--- config.mk ---
export PLATFORM = sky130hd
export DESIGN_NAME = uart_rx_deframer
export DESIGN_NICKNAME = d
export VERILOG_FILES = /design/src/rtl/uart_rx_deframer.sv
export SDC_FILE = /design/constraint.sdc
export NUM_CORES = 1
export LEC_CHECK = 0
export ABC_AREA = 1
export CAP_MARGIN = 20
export CORE_AREA = 8 8 63 65
export CTS_BUF_LIST = sky130_fd_sc_hd__clkbuf_8
export CTS_CLUSTER_SIZE = 14
export DETAILED_ROUTE_END_ITERATION = 8
export DIE_AREA = 0 0 71 73
export HOLD_SLACK_MARGIN = 0.06
export PLACE_DENSITY = 0.86
export SLEW_MARGIN = 5
export SYNTH_ARGS = -nofsm -noshare
export SYNTH_HDL_FRONTEND = slang
export SYNTH_SLANG_ARGS = --single-unit
--- constraint.sdc ---
create_clock -name in_UART_Clock -period 1.85 [get_ports in_UART_Clock]
set_clock_uncertainty 0.15 [all_clocks]
set_input_delay 0.555 -clock in_UART_Clock [delete_from_list [all_inputs] [get_ports in_UART_Clock]]
set_output_delay 0.555 -clock in_UART_Clock [all_outputs]
set_load 0.01 [all_outputs]
--- src/rtl/uart_rx_deframer.sv ---
// 8N1 UART receiver: two-flop synchroniser, mid-cell sampling, stop-bit check,
// and a one-entry valid/ready holding register with framing-error and overrun flags.
module uart_rx_deframer #(
  parameter int unsigned CLKS_PER_BIT = 1
) (
  input  logic       in_UART_Clock,
  input  logic       in_UART_Reset_n,
  input  logic       in_Rx_Serial,
  input  logic       in_Rx_Ready,
  output logic [7:0] out_Rx_8bitData,
  output logic       out_Rx_Valid,
  output logic       out_Rx_Busy,
  output logic       out_Rx_Frame_Err,
  output logic       out_Rx_Overrun
);

  localparam logic [7:0] HALF = 8'((CLKS_PER_BIT - 1) / 2);
  localparam logic [7:0] LAST = 8'(CLKS_PER_BIT - 1);

  typedef enum logic [2:0] {
    WAIT_IDLE = 3'd0,
    IDLE      = 3'd1,
    START     = 3'd2,
    DATA      = 3'd3,
    STOP      = 3'd4
  } state_e;

  state_e      state_q, state_d;
  logic [1:0]  sync_q;
  logic [7:0]  cnt_q, cnt_d;
  logic [2:0]  idx_q, idx_d;
  logic [7:0]  shift_q, shift_d;
  logic [7:0]  data_q;
  logic        valid_q, ferr_q, ovr_q;
  logic        rx_s;
  logic        deliver, ferr_set, accept;

  assign rx_s = sync_q[1];

  // State register and bit-cell datapath.
  // NOTE: every clocked process uses non-blocking assignments so all flops
  // see pre-edge values and the order of statements cannot change behaviour.
  always_ff @(posedge in_UART_Clock or negedge in_UART_Reset_n) begin
    if (!in_UART_Reset_n) begin
      sync_q  <= 2'b00;
      state_q <= WAIT_IDLE;
      cnt_q   <= 8'd0;
      idx_q   <= 3'd0;
      shift_q <= 8'd0;
    end else begin
      sync_q  <= {sync_q[0], in_Rx_Serial};
      state_q <= state_d;
      cnt_q   <= cnt_d;
      idx_q   <= idx_d;
      shift_q <= shift_d;
    end
  end

  // Next-state and datapath logic.
  // NOTE: every signal gets a default at the top of the block so no path
  // leaves it unassigned, which would otherwise infer a latch.
  always_comb begin
    state_d = state_q;
    cnt_d   = cnt_q;
    idx_d   = idx_q;
    shift_d = shift_q;
    unique case (state_q)
      WAIT_IDLE: begin
        cnt_d = 8'd0;
        idx_d = 3'd0;
        if (rx_s) state_d = IDLE;
      end
      IDLE: begin
        cnt_d = 8'd0;
        idx_d = 3'd0;
        // The cycle that first shows the low level is start-cell position 0.
        if (!rx_s) begin
          if (CLKS_PER_BIT == 1) begin
            state_d = DATA;
          end else begin
            state_d = START;
            cnt_d   = 8'd1;
          end
        end
      end
      START: begin
        if (cnt_q == HALF && rx_s) begin
          state_d = IDLE;
          cnt_d   = 8'd0;
        end else if (cnt_q == LAST) begin
          state_d = DATA;
          cnt_d   = 8'd0;
        end else begin
          cnt_d = cnt_q + 8'd1;
        end
      end
      DATA: begin
        if (cnt_q == HALF) shift_d = {rx_s, shift_q[7:1]};
        if (cnt_q == LAST) begin
          cnt_d = 8'd0;
          if (idx_q == 3'd7) begin
            idx_d   = 3'd0;
            state_d = STOP;
          end else begin
            idx_d = idx_q + 3'd1;
          end
        end else begin
          cnt_d = cnt_q + 8'd1;
        end
      end
      STOP: begin
        // Leave at mid-stop so a start bit with no idle gap is still caught.
        if (cnt_q == HALF) begin
          cnt_d   = 8'd0;
          state_d = rx_s ? IDLE : WAIT_IDLE;
        end else begin
          cnt_d = cnt_q + 8'd1;
        end
      end
      default: begin
        state_d = WAIT_IDLE;
        cnt_d   = 8'd0;
        idx_d   = 3'd0;
      end
    endcase
  end

  // Output decode.
  always_comb begin
    out_Rx_Busy = (state_q != IDLE);
    deliver     = (state_q == STOP) && (cnt_q == HALF) && rx_s;
    ferr_set    = (state_q == STOP) && (cnt_q == HALF) && !rx_s;
  end

  assign accept = valid_q && in_Rx_Ready;

  // Holding register; an acceptance in the delivery cycle frees the slot.
  always_ff @(posedge in_UART_Clock or negedge in_UART_Reset_n) begin
    if (!in_UART_Reset_n) begin
      data_q  <= 8'd0;
      valid_q <= 1'b0;
      ferr_q  <= 1'b0;
      ovr_q   <= 1'b0;
    end else begin
      ferr_q <= ferr_set;
      if (deliver) begin
        if (!valid_q || in_Rx_Ready) begin
          data_q  <= shift_q;
          valid_q <= 1'b1;
          if (accept) ovr_q <= 1'b0;
        end else begin
          ovr_q <= 1'b1;
        end
      end else if (accept) begin
        valid_q <= 1'b0;
        ovr_q   <= 1'b0;
      end
    end
  end

  assign out_Rx_8bitData  = data_q;
  assign out_Rx_Valid     = valid_q;
  assign out_Rx_Frame_Err = ferr_q;
  assign out_Rx_Overrun   = ovr_q;

endmodule

==> results of run 1 <==
[routing by layer]
layer | vias to the layer above | track usage (%) | wire, µm | part of all wire (%)
met5 | - | 0 | 0 | 0
met3 | 7 | 6.04 | 186 | 6.0
li1 | 640 | - | - | -
met1 | 588 | 14.6 | 1380 | 44
met2 | 32 | 21.5 | 1460 | 47
met4 | 0 | 6.93 | 76 | 2.4
[metrics by stage]
stage | hold slack (ps) | worst slack [ps] | power, mW | util [%] | std cells
5_1_grt | 213 | 86.6 | 2.99 | 66.5 | 245
6_report | 202 | 163 | 2.79 | 66.5 | 245
3_5_place_dp | 186 | -1.24 | 2.18 | 63.1 | 237
3_3_place_gp | 188 | 56.9 | 2.12 | 63.1 | 237
2_1_floorplan | 109 | 414 | 1.75 | - | 185
4_1_cts | 202 | 17.8 | 2.82 | 66.6 | 245
[registers in the layout, indices dropped and copies added, names as in the netlist]
| name | cells |
|---|---|
| sync_q | 2 |
| cnt_q | 8 |
| shift_q | 8 |
| idx_q | 3 |
| out_Rx_Frame_Err | 1 |
| out_Rx_Overrun | 1 |
| out_Rx_8bitData | 8 |
| out_Rx_Valid | 1 |
| state_q | 3 |
[cell usage in the layout (no fill, tap or decap), drive strengths merged]
cell           count
a21oi              3
buf                7
bufinv             1
clkbuf             7
clkdlybuf4s50      3
clkinv             1
dfrtp             35
dlygate4sd2       11
ha                 4
inv               21
nand2             58
nand3             13
nand4              9
nor2              21
nor3               4
o21ai              8
or2                1
xnor2              1
xor2               4
[power by group through the flow]
stage	Clock (mW)	Sequential, mW	Combinational, mW
after global routing	0.750	1.13	1.11
after global placement	0	1.11	1.01
final	0.714	1.11	0.970
after detailed placement	0	1.13	1.05
after floorplan	0	1.16	0.589
after CTS	0.722	1.11	0.989
[cell type report]
cell class	instances	area [µm²]
fillers	239	990
flip-flops and latches	35	876
multi-input cells	126	653
repair buffers	22	196
clock buffers	6	82.6
inverters	21	78.8
well taps	33	41.3
clock inverters	2	35.0
[path summary, 6_finish.rpt]
path                                 start                 end  slack, ps  cells after the start
max                             state_q[0]         out_Rx_Busy        160                      4
min in group asynchronous  in_UART_Reset_n            cnt_q[2]        470                      2
max in group asynchronous  in_UART_Reset_n            cnt_q[7]        900                      2
min                              sync_q[0]           sync_q[1]        200                      0
min reg2reg                      sync_q[0]           sync_q[1]        200                      0
max reg2reg                     state_q[1]  out_Rx_8bitData[2]        210                      7
[worst max-delay path, cell delays in order (launching register included)]
cell      delay (ps)
dfrtp_1          380
inv_1             80
nor2_1            40
nand2_1           70
clkbuf_2         130
[kinds of logic after synthesis]
| logic type | count (synthesis) | synth area share (%) |
|---|---|---|
| xor+xnor | 5 | 2.69 |
| buf+inv | 24 | 6.22 |
| flops | 35 | 53.7 |
| compound gates | 11 | 4.07 |
| fa+ha+maj | 4 | 3.07 |
| simple gates | 106 | 30.2 |
[what timing repair did]
action                     CTS  global route
resized for setup           12             2
setup endpoints to repair   12             1
hold endpoints to repair     0             0
==> reports/metrics.cfg, run 1 <==
[timing]
slew_headroom_pct = 81.3
max_freq_ghz = 0.593
finalSetupTns_ps = 0
fin_crit_sh_pct = 91.2
worst_pin_slew_ps = 279
setup_viol = 0
final_hold_viol_count = 0
slew_violations = 0
rsz0062_at_grt = no
period_needed_ps = 1690

[yosys]
synthTopCellsByArea = dfrtp_1 54%, nand2_1 12%, inv_1 4.4%
synthesis.instances = 185
avgSynthCellArea_um2 = 8.81
yosysTopAreaCellShare_pct = 53.7
synth_ff_type = dfrtp_1
synth_edf_count = 0
yosysMostFrequentCell = nand2_1
yosysTopAreaCell = dfrtp_1
synth_area_mm2 = 0.00163
netlist_top_cells_count = 52 x nand2_1, 35 x dfrtp_1, 19 x inv_1
synth_cell_types = 24
synth-seq-cells = 35
ys_warn_count = 0
synth_fp_nets = 193
synthArstFlopShare_pct = 100
yosysSeqAreaShare_pct = 53.7

[global_routing]
grt_max_degree = 36
grt_antenna_before_repair = 0
grt.total_usage_pct = 13.4
grt_pass1_wl_um = 5400
grt_pass1_vias = 1222
grt-ovfl-total = 0

[worst_setup_path]
cp_data_arrival_time_ps = 980
worstSetupStartpointType = register
crit_path_max_fanout = 2
worstSetupEndpointType = primary output
cp.required_ps = 1140
criticalPathCategory = reg -> out

[route]
wire_per_inst_um = 12.7
remaining_drc_errors = 0
drt-total-wl_um = 3110
ant_nets = 0
vias = 1267
drt-pass1-iter-count = 6
viasPerCell = 5.17
drt_iter0_drc = 63

[clock_network]
clk_latency_ps = 290
htreeDepth = 2
post_cts_buffers = 0
cts.reportedPaths.clkPinSlew_ps = 70
cts_tree = yes
clock_path_buffers = 2
ctsHoldBuffers = 0
cts_sinks = 35
cts_buffers = 5
root_buffer = clkbuf_8

[final_layout]
drive_gt1_share_pct = 15.1
design_area_mm2 = 0.00196
area_delta_synth_final_pct = 20.4
layout.nets = 219
antenna_cells = 0

[placed_design]
dp_hpwl_um = 2310
gp_congestion = 0.906
place_area_mm2 = 0.00186
io_buffers = 15

[run_status]
outcome = complete, no violations

[floorplan]
die_area_mm2 = 0.00518
initial_utilization_pct = 55.2
placementRows = 20
fp.dieW_um = 71
die_y_um = 73
core_area_mm2 = 0.00295
io_pins = 16

[worst_hold_path]
worstHoldPathType = reg -> reg

[power]
switching_share_pct = 35.0
p_int_mw = 1.81
combPwrFrac_pct = 34.8
irDropWorstVdd_v = 0.000718
power_frac_clock_pct = 25.6
seqPwrFrac_pct = 39.6
p_switching_uw = 976
p_leak_nw = 1.06
power_density_mw_per_mm2 = 1420

[job]
maxCapViolCount = 0

(Power assumes the default switching activity.)
==> run 2: changes to the inputs <==
- CTS_CLUSTER_SIZE: 14 -> unset
==> results of run 2 <==
The final DEF is identical to that of run 1; final timing and power are the same.
==> run 3: changes to the inputs <==
--- a/config.mk
+++ b/config.mk
@@ -6,12 +6,11 @@
 export NUM_CORES = 1
 export LEC_CHECK = 0
-export ABC_AREA = 1
 export CAP_MARGIN = 20
-export CORE_AREA = 8 8 63 65
+export CORE_AREA = 8 8 61 63
 export CTS_BUF_LIST = sky130_fd_sc_hd__clkbuf_8
 export DETAILED_ROUTE_END_ITERATION = 8
-export DIE_AREA = 0 0 71 73
+export DIE_AREA = 0 0 69 71
 export HOLD_SLACK_MARGIN = 0.06
-export PLACE_DENSITY = 0.86
+export PLACE_DENSITY = 0.88
 export SLEW_MARGIN = 5
 export SYNTH_ARGS = -nofsm -noshare
==> constraint.sdc (replaced) <==
create_clock -name in_UART_Clock -period 1.85 [get_ports in_UART_Clock]
set_clock_uncertainty 0.15 [all_clocks]
set_input_delay 0.37 -clock in_UART_Clock [delete_from_list [all_inputs] [get_ports in_UART_Clock]]
set_output_delay 0.37 -clock in_UART_Clock [all_outputs]
set_load 0.01 [all_outputs]
==> run 3 against run 2 <==
The run now ends with negative setup slack left. Sequential share of layout area grew 0.18 points. Clock power shrank 23%. First-iteration DRC count shrank 7.9%. Maximum frequency shrank 9.1%. Critical path depth grew 1. Combinational power shrank 39%. Highest routed layer unchanged.
==> reports/metrics.cfg, run 3 <==
[run_status]
outcome = finished, violations left  ; was complete, no violations
violations = negative setup slack

[clock_network]
root_buffer = clkbuf_8  ; unchanged
ctsHoldBuffers = 0  ; unchanged
clk_latency_ps = 290  ; about the same
cts.reportedPaths.clkPinSlew_ps = 60  ; was 70 ps
clock_path_buffers = 2  ; unchanged
cts_buffers = 5  ; unchanged
htreeDepth = 2  ; unchanged
cts_tree = yes  ; unchanged
cts_sinks = 35  ; unchanged

[global_routing]
grt_max_degree = 36  ; unchanged
grt.met3_usage_pct = 5.73  ; was 6.04%
grt_pass1_vias = 1119  ; was 1,222
grt-ovfl-total = 0  ; unchanged
use_met2_pct = 20.9  ; was 21.5%
grt-busiest-layer = met2  ; unchanged
grt.total_usage_pct = 12.9  ; was 13.4%
grt_antenna_before_repair = 0  ; unchanged
grt_pass1_wl_um = 5120  ; was 5400 µm
use_met1_pct = 14.1  ; was 14.6%

[timing]
slew_headroom_pct = 71.3  ; was 81.3%
worst_pin_slew_ps = 431  ; was 279 ps
final.setup.worst_slack_ps = -6.88  ; was 163 ps
fin_crit_sh_pct = 100  ; was 91.2%
slew_violations = 0  ; unchanged
final_hold_viol_count = 0  ; unchanged
setup_viol = 4  ; was 0
rsz0062_at_grt = yes  ; was no
period_needed_ps = 1860  ; was 1690 ps
max_freq_ghz = 0.539  ; was 0.593 GHz

[yosys]
yosysMostFrequentCell = dfrtp_1  ; was nand2_1
avgSynthCellArea_um2 = 12.1  ; was 8.81 µm²
yosysTopAreaCell = dfrtp_1  ; unchanged
synthArstFlopShare_pct = 100  ; unchanged
synthesis.instances = 127  ; was 185
synth_ff_type = dfrtp_1  ; unchanged
synthTopCellsByArea = dfrtp_1 57%, mux2_2 12%, nor2_1 3.6%  ; was dfrtp_1 54%, nand2_1 12%, inv_1 4.4%
synth_edf_count = 0  ; unchanged
yosysSeqAreaShare_pct = 56.8  ; was 53.7%
netlist_top_cells_count = 35 x dfrtp_1, 16 x mux2_2, 15 x nor2_1  ; was 52 x nand2_1, 35 x dfrtp_1, 19 x inv_1
ys_warn_count = 0  ; unchanged
synth-seq-cells = 35  ; unchanged
synth_area_mm2 = 0.00154  ; was 0.00163 mm²
yosysTopAreaCellShare_pct = 56.8  ; was 53.7%
synth_fp_nets = 135  ; was 193
synth_cell_types = 31  ; was 24

[worst_setup_path]
worstSetupEndpointType = register  ; was primary output
cp_data_arrival_time_ps = 1880  ; was 980 ps
criticalPathCategory = reg -> reg  ; was reg -> out
worstSetupStartpointType = register  ; unchanged
crit_path_max_fanout = 8  ; was 2
cp.required_ps = 1870  ; was 1140 ps

[power]
power_density_mw_per_mm2 = 1110  ; was 1420 mW/mm²
finalPower_mw = 2.16  ; was 2.79 mW
irDropWorstVdd_v = 0.000805  ; was 0.000718 V
p_leak_nw = 0.866  ; was 1.06 nW

[placed_design]
gp_congestion = 0.813  ; was 0.906
dp_cells = 181  ; was 237
dp_hpwl_um = 2120  ; was 2310 µm
io_buffers = 15  ; unchanged

[route]
drt_iter0_drc = 58  ; was 63
drt-total-wl_um = 3120  ; was 3110 µm
viasPerCell = 5.62  ; was 5.17
wire_per_inst_um = 16.4  ; was 12.7 µm
remaining_drc_errors = 0  ; unchanged
drt-pass1-iter-count = 4  ; was 6
vias = 1074  ; was 1,267
ant_nets = 0  ; unchanged

[floorplan]
fp.dieW_um = 69  ; was 71 µm
initial_utilization_pct = 54.1  ; was 55.2%
die_area_mm2 = 0.00490  ; was 0.00518 mm²
placementRows = 20  ; unchanged
io_pins = 16  ; unchanged
core_area_mm2 = 0.00285  ; was 0.00295 mm²
die_y_um = 71  ; was 73 µm

[final_layout]
drive_gt1_share_pct = 28.5  ; was 15.1%
layout_common_cells = 34 x dfrtp_1, 14 x nor2_1, 14 x clkdlybuf4s50_1  ; was 52 x nand2_1, 35 x dfrtp_1, 19 x inv_1
layout.nets = 166  ; was 219
final_common_cell = dfrtp_1  ; was nand2_1
fin_cells = 191  ; was 245
area_delta_synth_final_pct = 26.9  ; was 20.4%
antenna_cells = 0  ; unchanged

[job]
maxCapViolCount = 0  ; unchanged

[worst_hold_path]
worstHoldPathType = reg -> reg  ; unchanged

[run 3: changes by cell type after synthesis, sizes merged, moves of 3 or more]
cell and delta:
nand2 -51, and3 +3, mux2 +16, inv -18, xnor2 +3, nand4 -6, nand3 -8, nor2 -6
[run 3: final timing paths]
kind	startpoint	cells after the start	to	slack, ps
min	sync_q[0]	0	sync_q[1]	200
min reg2reg	sync_q[0]	0	sync_q[1]	200
min in group asynchronous	in_UART_Reset_n	2	cnt_q[5]	330
max reg2reg	cnt_q[6]	5	out_Rx_8bitData[4]	-7
max	cnt_q[6]	5	out_Rx_8bitData[4]	-7
max in group asynchronous	in_UART_Reset_n	2	state_q[2]	900
[run 3: logic make-up (layout without fill, tap and decap cells)]
kind of cell             Yosys count  after routing  synth area share [%]
adder cells (fa/ha/maj)            4              4                  3.24
buffers and inverters              6             37                  1.46
AO/OA/AOI/OAI                     16             16                  6.41
flip-flops                        35             35                  56.8
AND/OR/NAND/NOR                   43             43                  16.4
multiplexers                      17             17                  12.3
XOR/XNOR                           6              6                  3.41
[run 3: repair_timing]
item	CTS	global route
cloned	0	0
resized for setup	3	11
endpoints found under the setup margin	9	25
buffers inserted	2	1
[run 3: per-stage QoR]
stage	hold WS [ps]	utilization [%]	setup TNS, ps	cell area (µm²)	setup WS [ps]
2_1_floorplan	-75.6	-	0	1540	9.56
3_3_place_gp	183	63.2	-1470	1800	-185
3_5_place_dp	187	63.2	-1450	1800	-192
4_1_cts	202	66.9	-43.1	1910	-14.1
5_1_grt	220	68.6	-842	1960	-70.6
6_report	200	68.6	-14.5	1960	-6.88
[run 3: critical path: stages (launching register included)]
cell and delay, ps:
dfrtp_1 410, nor4_4 390, nand3_4 130, nor3_4 180
buf_12 170, mux2_4 300
[run 3: routing by layer]
layer,vias up,part of all wire (%)
met4,0,2.5
met2,30,49
met5,-,0
met3,9,6.2
li1,501,-
met1,534,42
[run 3: layout make-up]
| type | count | area, µm² |
|---|---|---|
| Multi-Input combinational cell | 86 | 689 |
| Sequential cell | 35 | 877 |
| Fill cell | 224 | 895 |
| Timing Repair Buffer | 27 | 251 |
| Tap cell | 33 | 41.3 |
| Clock inverter | 1 | 5.00 |
| Inverter | 3 | 11.3 |
| Clock buffer | 6 | 82.6 |
[run 3: report_power, final]
part	internal, mW	switching (mW)
combinational	0.329	0.258
clock	0.291	0.256
sequential	0.919	0.111
